[src/rtl/ft232h_pkg.sv]
// Shared definitions for the FT232H synchronous-FIFO receive path.
// Holds the receive FSM state encoding and the default buffer depth and
// burst-start margin used by ft232h_rx.
package ft232h_pkg;

  localparam int unsigned DefDepth  = 16;
  localparam int unsigned DefMargin = 4;

  typedef enum logic [1:0] {
    StIdle = 2'd0,
    StOe   = 2'd1,
    StRead = 2'd2
  } state_e;

endpackage

[src/rtl/ft232h_rx_fifo.sv]
// Single-clock byte FIFO used as the FT232H receive buffer.
// Ports:
//   clk_i, rst_i    clock, asynchronous active-high reset (pointers and level only)
//   push_i, wdata_i write request and byte; ignored when full unless pop_i is also set
//   pop_i           read request; advances the head when non-empty
//   rdata_o         head byte (combinational read of the storage array)
//   full_o, empty_o occupancy flags
//   level_o         occupancy, 0..Depth
module ft232h_rx_fifo #(
  parameter int unsigned Depth = 16,
  localparam int unsigned PtrW = $clog2(Depth),
  localparam int unsigned LvlW = PtrW + 1
) (
  input  logic            clk_i,
  input  logic            rst_i,
  input  logic            push_i,
  input  logic [7:0]      wdata_i,
  input  logic            pop_i,
  output logic [7:0]      rdata_o,
  output logic            full_o,
  output logic            empty_o,
  output logic [LvlW-1:0] level_o
);

  logic [7:0]      mem_q [Depth];
  logic [PtrW-1:0] wptr_q, rptr_q;
  logic [LvlW-1:0] level_q;
  logic            do_push, do_pop;

  assign full_o  = (level_q == LvlW'(Depth));
  assign empty_o = (level_q == '0);
  assign level_o = level_q;
  assign rdata_o = mem_q[rptr_q];

  // A push into a full buffer is accepted when the head leaves on the same edge.
  assign do_push = push_i & (~full_o | pop_i);
  assign do_pop  = pop_i & ~empty_o;

  always_ff @(posedge clk_i or posedge rst_i) begin
    if (rst_i) begin
      wptr_q  <= '0;
      rptr_q  <= '0;
      level_q <= '0;
    end else begin
      if (do_push) wptr_q <= wptr_q + PtrW'(1);
      if (do_pop)  rptr_q <= rptr_q + PtrW'(1);
      if (do_push && !do_pop) begin
        level_q <= level_q + LvlW'(1);
      end else if (!do_push && do_pop) begin
        level_q <= level_q - LvlW'(1);
      end
    end
  end

  // Storage needs no reset; the pointers define what is valid.
  always_ff @(posedge clk_i) begin
    if (do_push) mem_q[wptr_q] <= wdata_i;
  end

endmodule

[src/rtl/ft232h_rx.sv]
// FT232H synchronous-FIFO receive controller.
// Runs read bursts (IDLE -> OE -> READ) against the FT232H and streams the
// captured bytes out through a small buffer.
// Ports:
//   clock, rst        FT232H CLKOUT, asynchronous active-high reset
//   rxf_n, data       FT232H data-available flag and input data bus
//   oe_n, rd_n        FT232H output enable and read strobe (registered)
//   st_data/valid/ready  byte stream out of the buffer
//   rx_level          buffer occupancy
//   overflow          sticky: a byte arrived while the buffer was full
module ft232h_rx
  import ft232h_pkg::*;
#(
  parameter int unsigned DEPTH  = DefDepth,
  parameter int unsigned MARGIN = DefMargin,
  localparam int unsigned LvlW  = $clog2(DEPTH) + 1
) (
  input  logic            clock,
  input  logic            rst,
  input  logic            rxf_n,
  input  logic [7:0]      data,
  output logic            oe_n,
  output logic            rd_n,
  output logic [7:0]      st_data,
  output logic            st_valid,
  input  logic            st_ready,
  output logic [LvlW-1:0] rx_level,
  output logic            overflow
);

  state_e          state_q;
  logic            oe_n_q, rd_n_q, overflow_q;
  logic            capture, pop, push_ok, full, empty;
  logic            can_start, must_stop;
  logic [LvlW-1:0] level_after;

  assign oe_n     = oe_n_q;
  assign rd_n     = rd_n_q;
  assign overflow = overflow_q;
  assign st_valid = ~empty;

  // The device drives a byte on every edge where our strobe and its flag are both low.
  assign capture = ~rd_n_q & ~rxf_n;
  assign pop     = st_valid & st_ready;
  assign push_ok = capture & (~full | pop);

  assign level_after = rx_level + LvlW'(push_ok) - LvlW'(pop);
  assign can_start   = ~rxf_n & ((LvlW'(DEPTH) - rx_level) >= LvlW'(MARGIN));
  // Stop with one free slot left: the byte captured on the exit edge still fits.
  assign must_stop   = rxf_n | (level_after >= LvlW'(DEPTH - 1));

  ft232h_rx_fifo #(
    .Depth(DEPTH)
  ) u_fifo (
    .clk_i  (clock),
    .rst_i  (rst),
    .push_i (capture),
    .wdata_i(data),
    .pop_i  (pop),
    .rdata_o(st_data),
    .full_o (full),
    .empty_o(empty),
    .level_o(rx_level)
  );

  always_ff @(posedge clock or posedge rst) begin
    if (rst) begin
      state_q    <= StIdle;
      oe_n_q     <= 1'b1;
      rd_n_q     <= 1'b1;
      overflow_q <= 1'b0;
    end else begin
      if (capture && full && !pop) overflow_q <= 1'b1;
      unique case (state_q)
        StIdle: begin
          if (can_start) begin
            state_q <= StOe;
            oe_n_q  <= 1'b0;
          end
        end
        StOe: begin
          state_q <= StRead;
          rd_n_q  <= 1'b0;
        end
        StRead: begin
          if (must_stop) begin
            state_q <= StIdle;
            rd_n_q  <= 1'b1;
            oe_n_q  <= 1'b1;
          end
        end
        default: begin
          state_q <= StIdle;
          rd_n_q  <= 1'b1;
          oe_n_q  <= 1'b1;
        end
      endcase
    end
  end

endmodule

[config.mk]
export PLATFORM = sky130hd
export DESIGN_NAME = ft232h_rx
export DESIGN_NICKNAME = d
export VERILOG_FILES = /design/src/rtl/ft232h_pkg.sv /design/src/rtl/ft232h_rx_fifo.sv /design/src/rtl/ft232h_rx.sv
export SDC_FILE = /design/constraint.sdc
export NUM_CORES = 1
export LEC_CHECK = 0
export ABC_AREA = 1
export BUFFER_PORTS_ARGS = -buffer_cell sky130_fd_sc_hd__buf_4
export CELL_PAD_IN_SITES_DETAIL_PLACEMENT = 0
export CELL_PAD_IN_SITES_GLOBAL_PLACEMENT = 1
export CORE_MARGIN = 8
export CORE_UTILIZATION = 30
export DETAILED_ROUTE_END_ITERATION = 8
export PLACE_DENSITY = 0.63
export SLEW_MARGIN = 20
export SYNTH_ARGS = -nofsm -noshare
export SYNTH_HDL_FRONTEND = slang
export SYNTH_SLANG_ARGS = --single-unit
[constraint.sdc]
create_clock -name clock -period 5.4 [get_ports clock]
set_clock_uncertainty 0.05 [all_clocks]
set_input_delay 0.54 -clock clock [delete_from_list [all_inputs] [get_ports clock]]
set_output_delay 0.54 -clock clock [all_outputs]
set_load 0.03 [all_outputs]
# Word-level counts from Yosys, hierarchy flattened
# Memories as Yosys holds them, arrays and structs flattened.
# Index checks and enable logic that the tools add are counted.
totals:
  word_cells: 59
  inputBits: 12
  output_inout_bits: 17
  mem_count: 1
  mem_bits_rw: 128
  reg_bits: 18
memory_table:
  columns: ["name", "depth", "width", "read_ports", "rd_clocked_by_memory_dff", "write_ports", "line_no", "text"]
  rows:
  - ["u_fifo.mem_q", 16, 8, 1, 0, 1, "ft232h_rx_fifo.sv:25", "logic [7:0] mem_q [Depth];"]
classes:
  n_mux: 11
  n_addsub: 7
  bitwise_logic: 13
  order_cmp: 2
  reduce_logical: 13
  n_eq_ne: 5
op_table:
  columns: ["operator", "n"]
  rows:
  - ["$mux 5", 2]
  - ["$add 4x1->4 const B", 2]
  - ["$not 1->1", 6]
  - ["$pmux 1 s3", 2]
  - ["$pmux 2 s3", 1]
  - ["$add 5x1->5", 1]
  - ["$add 5x1->5 const B", 1]
  - ["$and 1x1->1", 5]
  - ["$eq 5x5->1 const B", 1]
  - ["$ge 5x3->1 const B", 1]
  - ["$ge 5x4->1 const B", 1]
  - ["$logic_not 5->1", 1]
  - ["$sub 5x1->5", 1]
  - ["$sub 5x1->5 const B", 1]
  - ["$sub 5x5->5 const A", 1]
  - ["$logic_and 1x1->1", 4]
  - ["$mux 1", 4]
  - ["$mux 2", 2]
  - ["$ne 2x2->1 const B", 2]
  - ["$reduce_and 2->1", 2]
  - ["$logic_not 1->1", 3]
  - ["$reduce_and 3->1", 1]
  - ["$eq 2x1->1 const B", 1]
  - ["$eq 2x2->1 const B", 1]
  - ["other kinds (3)", 4]

# Depth between registers and ports, before layout
# Gate-level depths: netlist of the first run.
depth:
  depth_word: 11
  ltp_mapped: 20

# Modules after synthesis
# From an unflattened synthesis of the first run, not the netlist that was laid out.
unflattened:
  hier_cells: 710
  area_unflattened_um2: 6889.1
by_module_without_submodules:
  columns: ["mod", "instances", "cells_each", "area_each_um2"]
  rows:
  - ["ft232h_rx_fifo", 1, 631, 6371.1]
  - ["ft232h_rx", 1, 79, 518.0]

# Worst setup path before layout of the first run
# OpenSTA, ideal clock, no wires.
synth_timing:
  path_kind: "register to register"
  start: "register u_fifo.level_q[2], in the netlist u_fifo.level_o[2]"
  end: "register u_fifo.level_q[4], in the netlist u_fifo.level_o[4]"
  arrival_ps: 2855
  n_path_buf: 0
  slack_ps: 2413
  synth_period_minus_slack_ps: 2987
  required_ps: 5267
  path_stages_with_launch: 20
  setup_ps: 83
  path_cell_list: "dfrtp_1 inv_1 ha_1 inv_1 nor2_1 ha_1 nor2_4 inv_2 nand2_1 nand2_2 inv_2 ha_1 inv_1 fa_1 nand2_1 nand2_1 a21oi_1 xor2_1 nand2_1 o21ai_0"
synth_between:
  elab_chain_cells: 8
  elab_cells_between_ends: 17
  classes_between: "add/sub (2); eq/ne (1); mux (2); bitwise (6); reduce/logical (6)"
synth_rtl:
  columns: ["item", "line_no", "text"]
  rows:
  - ["start, declared", "ft232h_rx_fifo.sv:27", "logic [LvlW-1:0] level_q;"]
  - ["start signal, assigned", "ft232h_rx_fifo.sv:48", "level_q <= level_q + LvlW'(1);"]
  - ["start signal, assigned", "ft232h_rx_fifo.sv:50", "level_q <= level_q - LvlW'(1);"]
  - ["$logic_not 5->1", "ft232h_rx_fifo.sv:31", "assign empty_o = (level_q == '0);"]
  - ["$not 1->1", "ft232h_rx.sv:40", "assign st_valid = ~empty;"]
  - ["$and 1x1->1", "ft232h_rx.sv:44", "assign pop = st_valid & st_ready;"]
  - ["$or 1x1->1 *", null, null]
  - ["$and 1x1->1 *", null, null]
  - ["via push_ok", "ft232h_rx.sv:33", "logic capture, pop, push_ok, full, empty;"]
  - ["$logic_not 1->1", "ft232h_rx_fifo.sv:49", "end else if (!do_push && do_pop) begin"]
  - ["$logic_and 1x1->1", "ft232h_rx_fifo.sv:49", null]
  - ["$reduce_bool 2->1 (no line)", null, null]
# The timed path passes the listed nets; every way through them passes the cells marked *. The select of a mux whose other input is x is not followed.
# A chain may end at the register's enable or synchronous reset.

# Worst setup path in the final report of the first run
layout_timing:
  start: "register u_fifo.rptr_q[2]"
  end: "output st_data[6]"
layout_between:
  elab_chain_cells: 1
layout_rtl:
  columns: ["item", "line_no", "text"]
  rows:
  - ["start, declared", "ft232h_rx_fifo.sv:26", "logic [PtrW-1:0] wptr_q, rptr_q;"]
  - ["start signal, assigned", "ft232h_rx_fifo.sv:46", "if (do_pop) rptr_q <= rptr_q + PtrW'(1);"]
  - ["$mem_v2 16x8", null, null]
  - ["end, declared", "ft232h_rx.sv:24", "output logic [7:0] st_data,"]
# Every way passes these cells.

==> results_dict.tcl, run 1 <==
set metrics [dict create \
    endpoint_kind "primary output" \
    rsz0062_at_grt "false" \
    pin_count 29 \
    layout.cells.most_common_list "128 x edfxtp_1, 105 x nor2_1, 63 x o21ai_0" \
    die-area_um2 26200 \
    dp_hpwl_um 9030 \
    cts_tree "yes" \
    drt-vias-per-instance 4.74 \
    vias 4058 \
    pwr_density_cell_nw_per_um2 582 \
    setup_viol 0 \
    drv_cap 0 \
    grt_max_degree 68 \
    syn_inst 543 \
    finalHoldViolations 0 \
    clk_latency_ns 0.42 \
    fin_tns_setup_ns 0 \
    die_h_um 162 \
    slew_violations 0 \
    antenna_cells 0 \
    dp_cells 825 \
    grt_pass1_vias 4105 \
    ys_warn_count 0 \
    fin_cells 857 \
    cts_setup_buffers 0 \
    yosys-top-cells-area "edfxtp_1 60%, dfrtp_1 6.3%, nor2_1 6.2%" \
    cts.clk_slew.worst_paths_ns 0.06 \
    ys_types 32 \
    antenna_found_initial 0 \
    synth_edf_count 128 \
    drc 0 \
    postRouteAntennaNets 0 \
    cts_buffers 17 \
    detail_route.iter0.violations 285 \
    grt_usage_pct 11.7 \
    max-vdd-ir-drop_v 0.000255 \
    gr-total-overflow 0 \
    syn_area_um2 6390 \
    post_cts_resized 0 \
    path_max_fanout 20 \
    cp.required_ns 4.81 \
    postCtsHoldBufs 0 \
    drt-total-wl_um 14500 \
    r2r_cells 19 \
    arrival_ns 2.65 \
    avgSynthCellArea_um2 11.8 \
    area_delta_synth_final_pct 16.7 \
    worst_pin_slew_ns 1.03 \
    total_power_mw 4.33 \
    clockBufferDepth 2 \
    synth-main-ff-cell "edfxtp_1" \
    fin_crit_ns 3.24 \
    status "finished clean" \
    placed_cell_area_um2 6820 \
    die_w_um 162 \
    root_buffer "clkbuf_16" \
    fin_crit_sh_pct 60.0 \
    yosysTopAreaCellShare_pct 60.2 \
    routedWlPerCell_um 16.9 \
    postLayoutCellArea_um2 7450 \
    r2r_end "u_fifo.level_o[4]$_DFFE_PP0P_" \
    gp_congestion 0.809 \
    r2r-start "u_fifo.level_o[2]$_DFFE_PP0P_" \
    first_pass_iters 4 \
    start_kind "register" \
    final_common_cell "edfxtp_1" \
    drive_above_1_share_pct 14.4 \
    port_buffers 28 \
    fill_cells 2070 \
    rows 53 \
    fmax_ghz 0.309 \
    nNetsFinal 600 \
    reg2reg_slack_ns 2.26 \
    fp.coreArea_um2 21000 \
    synth_top_area_cell "edfxtp_1" \
    grt_pass1_wl_um 23200 \
    hold_path_class "in -> async" \
    synth_seq_area_share_pct 67.3 \
    clock-sinks 146 \
    fin_util_pct 35.6 \
    synthArstFlopShare_pct 12.3 \
    slew_headroom_pct 31.3 \
    initial_core_util_pct 30.5 \
    ctsHtreeMaxLevel 4 \
    critPathKind "reg -> out" \
    synth_fp_nets 574 \
    p_leak_nw 2.66 \
    ys_ff_latch 146 \
]
==> layer usage <==
layer  track usage [%]  wire length, um  up-vias
li1                  -                -     1972
met1              15.3             6800     1971
met2              18.0             6770      105
met3              3.34              743       10
met4              4.42              175        0
met5                 0                0        -
==> synth_stat cells (11+ instances only) <==
master	number
edfxtp_1	128
nor2_1	105
o21ai_0	63
nand2_1	51
o211ai_1	32
inv_1	27
nand3_1	24
ha_1	17
dfrtp_1	16
nor2_2	12
o21ai_1	11
==> state kept, by name, summed over array words and instances, names as in the netlist <==
register        cells
u_fifo.level_o      5
u_fifo.mem_q      128
state_q             2
oe_n                1
u_fifo.rptr_q       4
overflow            1
rd_n                1
u_fifo.wptr_q       4
==> critical path, stage by stage, from the launching register on <==
cell and delay (ns):
dfrtp_1 0.91, inv_1 0.58, o211ai_1 0.26, nand3_1 0.17, nand2_1 0.13, buf_4 0.17
==> stage by stage <==
stage	hold slack [ns]	setup slack (ns)
after floorplan	0.402	2.41
after global placement	0.405	2.36
after detailed placement	0.413	2.28
after CTS	0.225	2.17
after global routing	0.269	1.93
final	0.203	2.16
==> worst max-delay path by stage <==
| stage | startpoint | to | slack, ns |
|---|---|---|---|
| finish | u_fifo.rptr_q[2]$_DFFE_PP0P_ | st_data[6] | 2.16 |
| CTS | u_fifo.rptr_q[2]$_DFFE_PP0P_ | st_data[1] | 2.17 |
| detailed placement | u_fifo.level_o[2]$_DFFE_PP0P_ | u_fifo.level_o[4]$_DFFE_PP0P_ | 2.28 |
| global route | u_fifo.level_o[2]$_DFFE_PP0P_ | u_fifo.level_o[3]$_DFFE_PP0P_ | 1.93 |
| floorplan | u_fifo.level_o[2]$_DFFE_PP0P_ | u_fifo.level_o[4]$_DFFE_PP0P_ | 2.41 |
| global placement | u_fifo.level_o[2]$_DFFE_PP0P_ | u_fifo.level_o[4]$_DFFE_PP0P_ | 2.36 |
==> power by group <==
part           total [mW]  switching [mW]  internal [mW]  leakage, nW
clock                1.25           0.470          0.778        0.305
sequential           1.52           0.165           1.36         1.36
combinational        1.56            1.05          0.517        0.996
total                4.33            1.68           2.65         2.66
==> area by class of cell <==
class                      count  area [um2]  area share (%)
clock buffer                  17         425            5.71
inverter                      31         121            1.63
sequential                   146        4300            57.7
tap                          275         344            4.62
timing repair buffer          31         233            3.12
multi-input combinational    342        1830            24.5
clock inverter                15         204            2.74
==> cell families after synthesis <==
family,Yosys count,share of synthesized area [%]
AOI/OAI and AO/OA,114,10.3
and+or+nand+nor,200,13.0
adders and majority gates,19,3.96
xor gates and xnor gates,9,1.23
buffers and inverters,55,4.23
DFF,146,67.3
Power figures use the tool's default switching activity.
==> inputs of run 2 (changes only) <==
- PLACE_DENSITY: 0.63 -> 0.65
- clock period: 5.4 -> 2.7 ns (I/O delays scaled with it)
==> results_dict.tcl, run 2 (synthesis results as in run 1) <==
set metrics [dict create \
    status "finished clean" \
    reg2reg_slack_ns 0.04 \
    worst_pin_slew_ns 0.762 \
    gr-total-overflow 0 \
    gp_congestion 0.839 \
    rows 53 \
    cts.clk_slew.worst_paths_ns 0.06 \
    top_register "u_fifo.mem_q" \
    drt-total-wl_um 14600 \
    pin_count 29 \
    die-area_um2 26200 \
    p_clk_share_pct 23.6 \
    grt_usage_pct 11.2 \
    root_buffer "clkbuf_16" \
    grt_pass1_wl_um 22700 \
    rsz0062_at_grt "true" \
    total_power_mw 8.66 \
    fp.coreArea_um2 21000 \
    grt_max_degree 48 \
    p_sw_mw 3.45 \
    r2r_cells 19 \
    comb_power_share_pct 42.8 \
    port_buffers 28 \
    dp_hpwl_um 9690 \
    r2r_end "oe_n$_DFFE_PP1P_" \
    r2r-start "u_fifo.level_o[3]$_DFFE_PP0P_" \
    antenna_found_initial 0 \
    routedWlPerCell_um 16.2 \
    detail_route.iter0.violations 267 \
    pwr_density_cell_nw_per_um2 1110 \
    drc 0 \
    final_common_cell "edfxtp_1" \
    postRouteAntennaNets 0 \
    antenna_cells 0 \
    cts_buffers 17 \
    slew_headroom_pct 49.1 \
    min_to "u_fifo.mem_q[8][0]$_DFFE_PP_" \
    nNetsFinal 647 \
    ctsHtreeMaxLevel 4 \
    fin_util_pct 37.3 \
    cp.required_ns 2.99 \
    finalHoldViolations 0 \
    die_w_um 162 \
    arrival_ns 2.95 \
    path_max_fanout 4 \
    fin_tns_setup_ns 0 \
    critical_path.max_stage_delay_ns 0.56 \
    drive_above_1_share_pct 24.2 \
    clockBufferDepth 2 \
    fmax_ghz 0.376 \
    fin_crit_ns 2.66 \
    drt-vias-per-instance 4.65 \
    path_common_cell "nand3_2" \
    crit_path_cell_trace "inv_2 > ha_4 > inv_2 > nor2_4 > ha_4 > nor2_4 > inv_4 > buf_6 > nand2_2 > nand2_2 > ha_4 > fa_2 > nand3_2 > nor2_2 > nand3_2 > nand3_2 > nand3_2 > nand2_1 > nand2_1" \
    min_from "data[0]" \
    setup_viol 0 \
    grt_pass1_vias 4157 \
    drv_cap 0 \
    cp_num_buf_inv 4 \
    seqPwrFrac_pct 33.6 \
    max-vdd-ir-drop_v 0.000619 \
    critPathKind "reg -> reg" \
    cp_top_family "adder cells" \
    largest_register_ffs 128 \
    area_delta_synth_final_pct 22.4 \
    p_int_mw 5.21 \
    die_h_um 162 \
    clk_latency_ns 0.41 \
    cts_tree "yes" \
    first_pass_iters 4 \
    crit_slowest_cell "fa_2" \
    timing.hold.ws_ns 0.121 \
    slew_violations 0 \
    fin_crit_sh_pct 98.5 \
    p_sw_share_pct 39.8 \
    layout.cells.most_common_list "128 x edfxtp_1, 103 x nor2_1, 75 x buf_4" \
    endpoint_kind "register" \
    whs_path_depth 1 \
    clock-sinks 146 \
    vias 4208 \
    start_kind "register" \
    initial_core_util_pct 30.5 \
    p_leak_nw 2.84 \
    hold_path_class "in -> reg" \
]
[run 2: worst max path at each step]
stage | from | slack [ns] | to | cells past startpoint
6_report | u_fifo.level_o[3]$_DFFE_PP0P_ | 0.04 | oe_n$_DFFE_PP1P_ | 19
3_3_place_gp | u_fifo.level_o[2]$_DFFE_PP0P_ | 0.10 | oe_n$_DFFE_PP1P_ | 19
4_1_cts | u_fifo.level_o[2]$_DFFE_PP0P_ | 0.03 | oe_n$_DFFE_PP1P_ | 20
2_1_floorplan | u_fifo.level_o[2]$_DFFE_PP0P_ | 0.01 | oe_n$_DFFE_PP1P_ | 19
3_5_place_dp | u_fifo.level_o[2]$_DFFE_PP0P_ | 0.03 | oe_n$_DFFE_PP1P_ | 20
5_1_grt | u_fifo.level_o[2]$_DFFE_PP0P_ | -0.11 | oe_n$_DFFE_PP1P_ | 19
[run 2: cell type report]
type	instances	area (um2)
Fill cell	2066	13100
Sequential cell	146	4300
Multi-Input combinational cell	342	1920
Timing Repair Buffer	78	604
Clock buffer	19	433
Tap cell	275	344
Inverter	31	129
Clock inverter	13	83.8
[run 2: metrics by stage]
stage	instances	instance area, um2	worst slack (ns)
after global routing	904	7820	-0.109
after global placement	862	7150	0.104
final	904	7820	0.0400
after floorplan	543	6430	0.0114
after CTS	895	7670	0.0308
after detailed placement	862	7150	0.0340
[run 2: power groups by stage]
| stage | registers (mW) | clock network (mW) | logic [mW] |
|---|---|---|---|
| after floorplan | 3.01 | 0 | 2.37 |
| after global routing | 2.95 | 2.19 | 4.13 |
| after detailed placement | 2.96 | 0 | 3.58 |
| after global placement | 2.95 | 0 | 3.54 |
| final | 2.91 | 2.05 | 3.71 |
| after CTS | 2.91 | 2.10 | 3.59 |
[run 2: layer usage]
metal / global-route usage (%) / share of wire [%] / vias to the layer above
met1: 14.0 / 44 / 2048
met2: 18.9 / 51 / 92
met5: 0 / 0 / -
li1: - / - / 2062
met3: 3.29 / 4.7 / 6
met4: 2.44 / 0.47 / 0
[run 2: worst reg2reg max path: stages (launching register included)]
cell     delay (ns)
dfrtp_2        0.36
inv_2          0.05
ha_4           0.15
inv_2          0.05
nor2_4         0.04
ha_4           0.16
nor2_4         0.15
inv_4          0.06
buf_6          0.11
nand2_2        0.05
nand2_2        0.06
ha_4           0.17
fa_2           0.57
nand3_2        0.07
nor2_2         0.12
nand3_2        0.07
nand3_2        0.09
nand3_2        0.07
nand2_1        0.06
nand2_1        0.06
[run 2: timing repair]
item                                   in CTS  in global routing
resized for setup                           0                 21
setup endpoints to repair                   0                  5
buffers inserted                            0                  9
endpoints found under the hold margin      16                  0
hold buffers                                1                  0
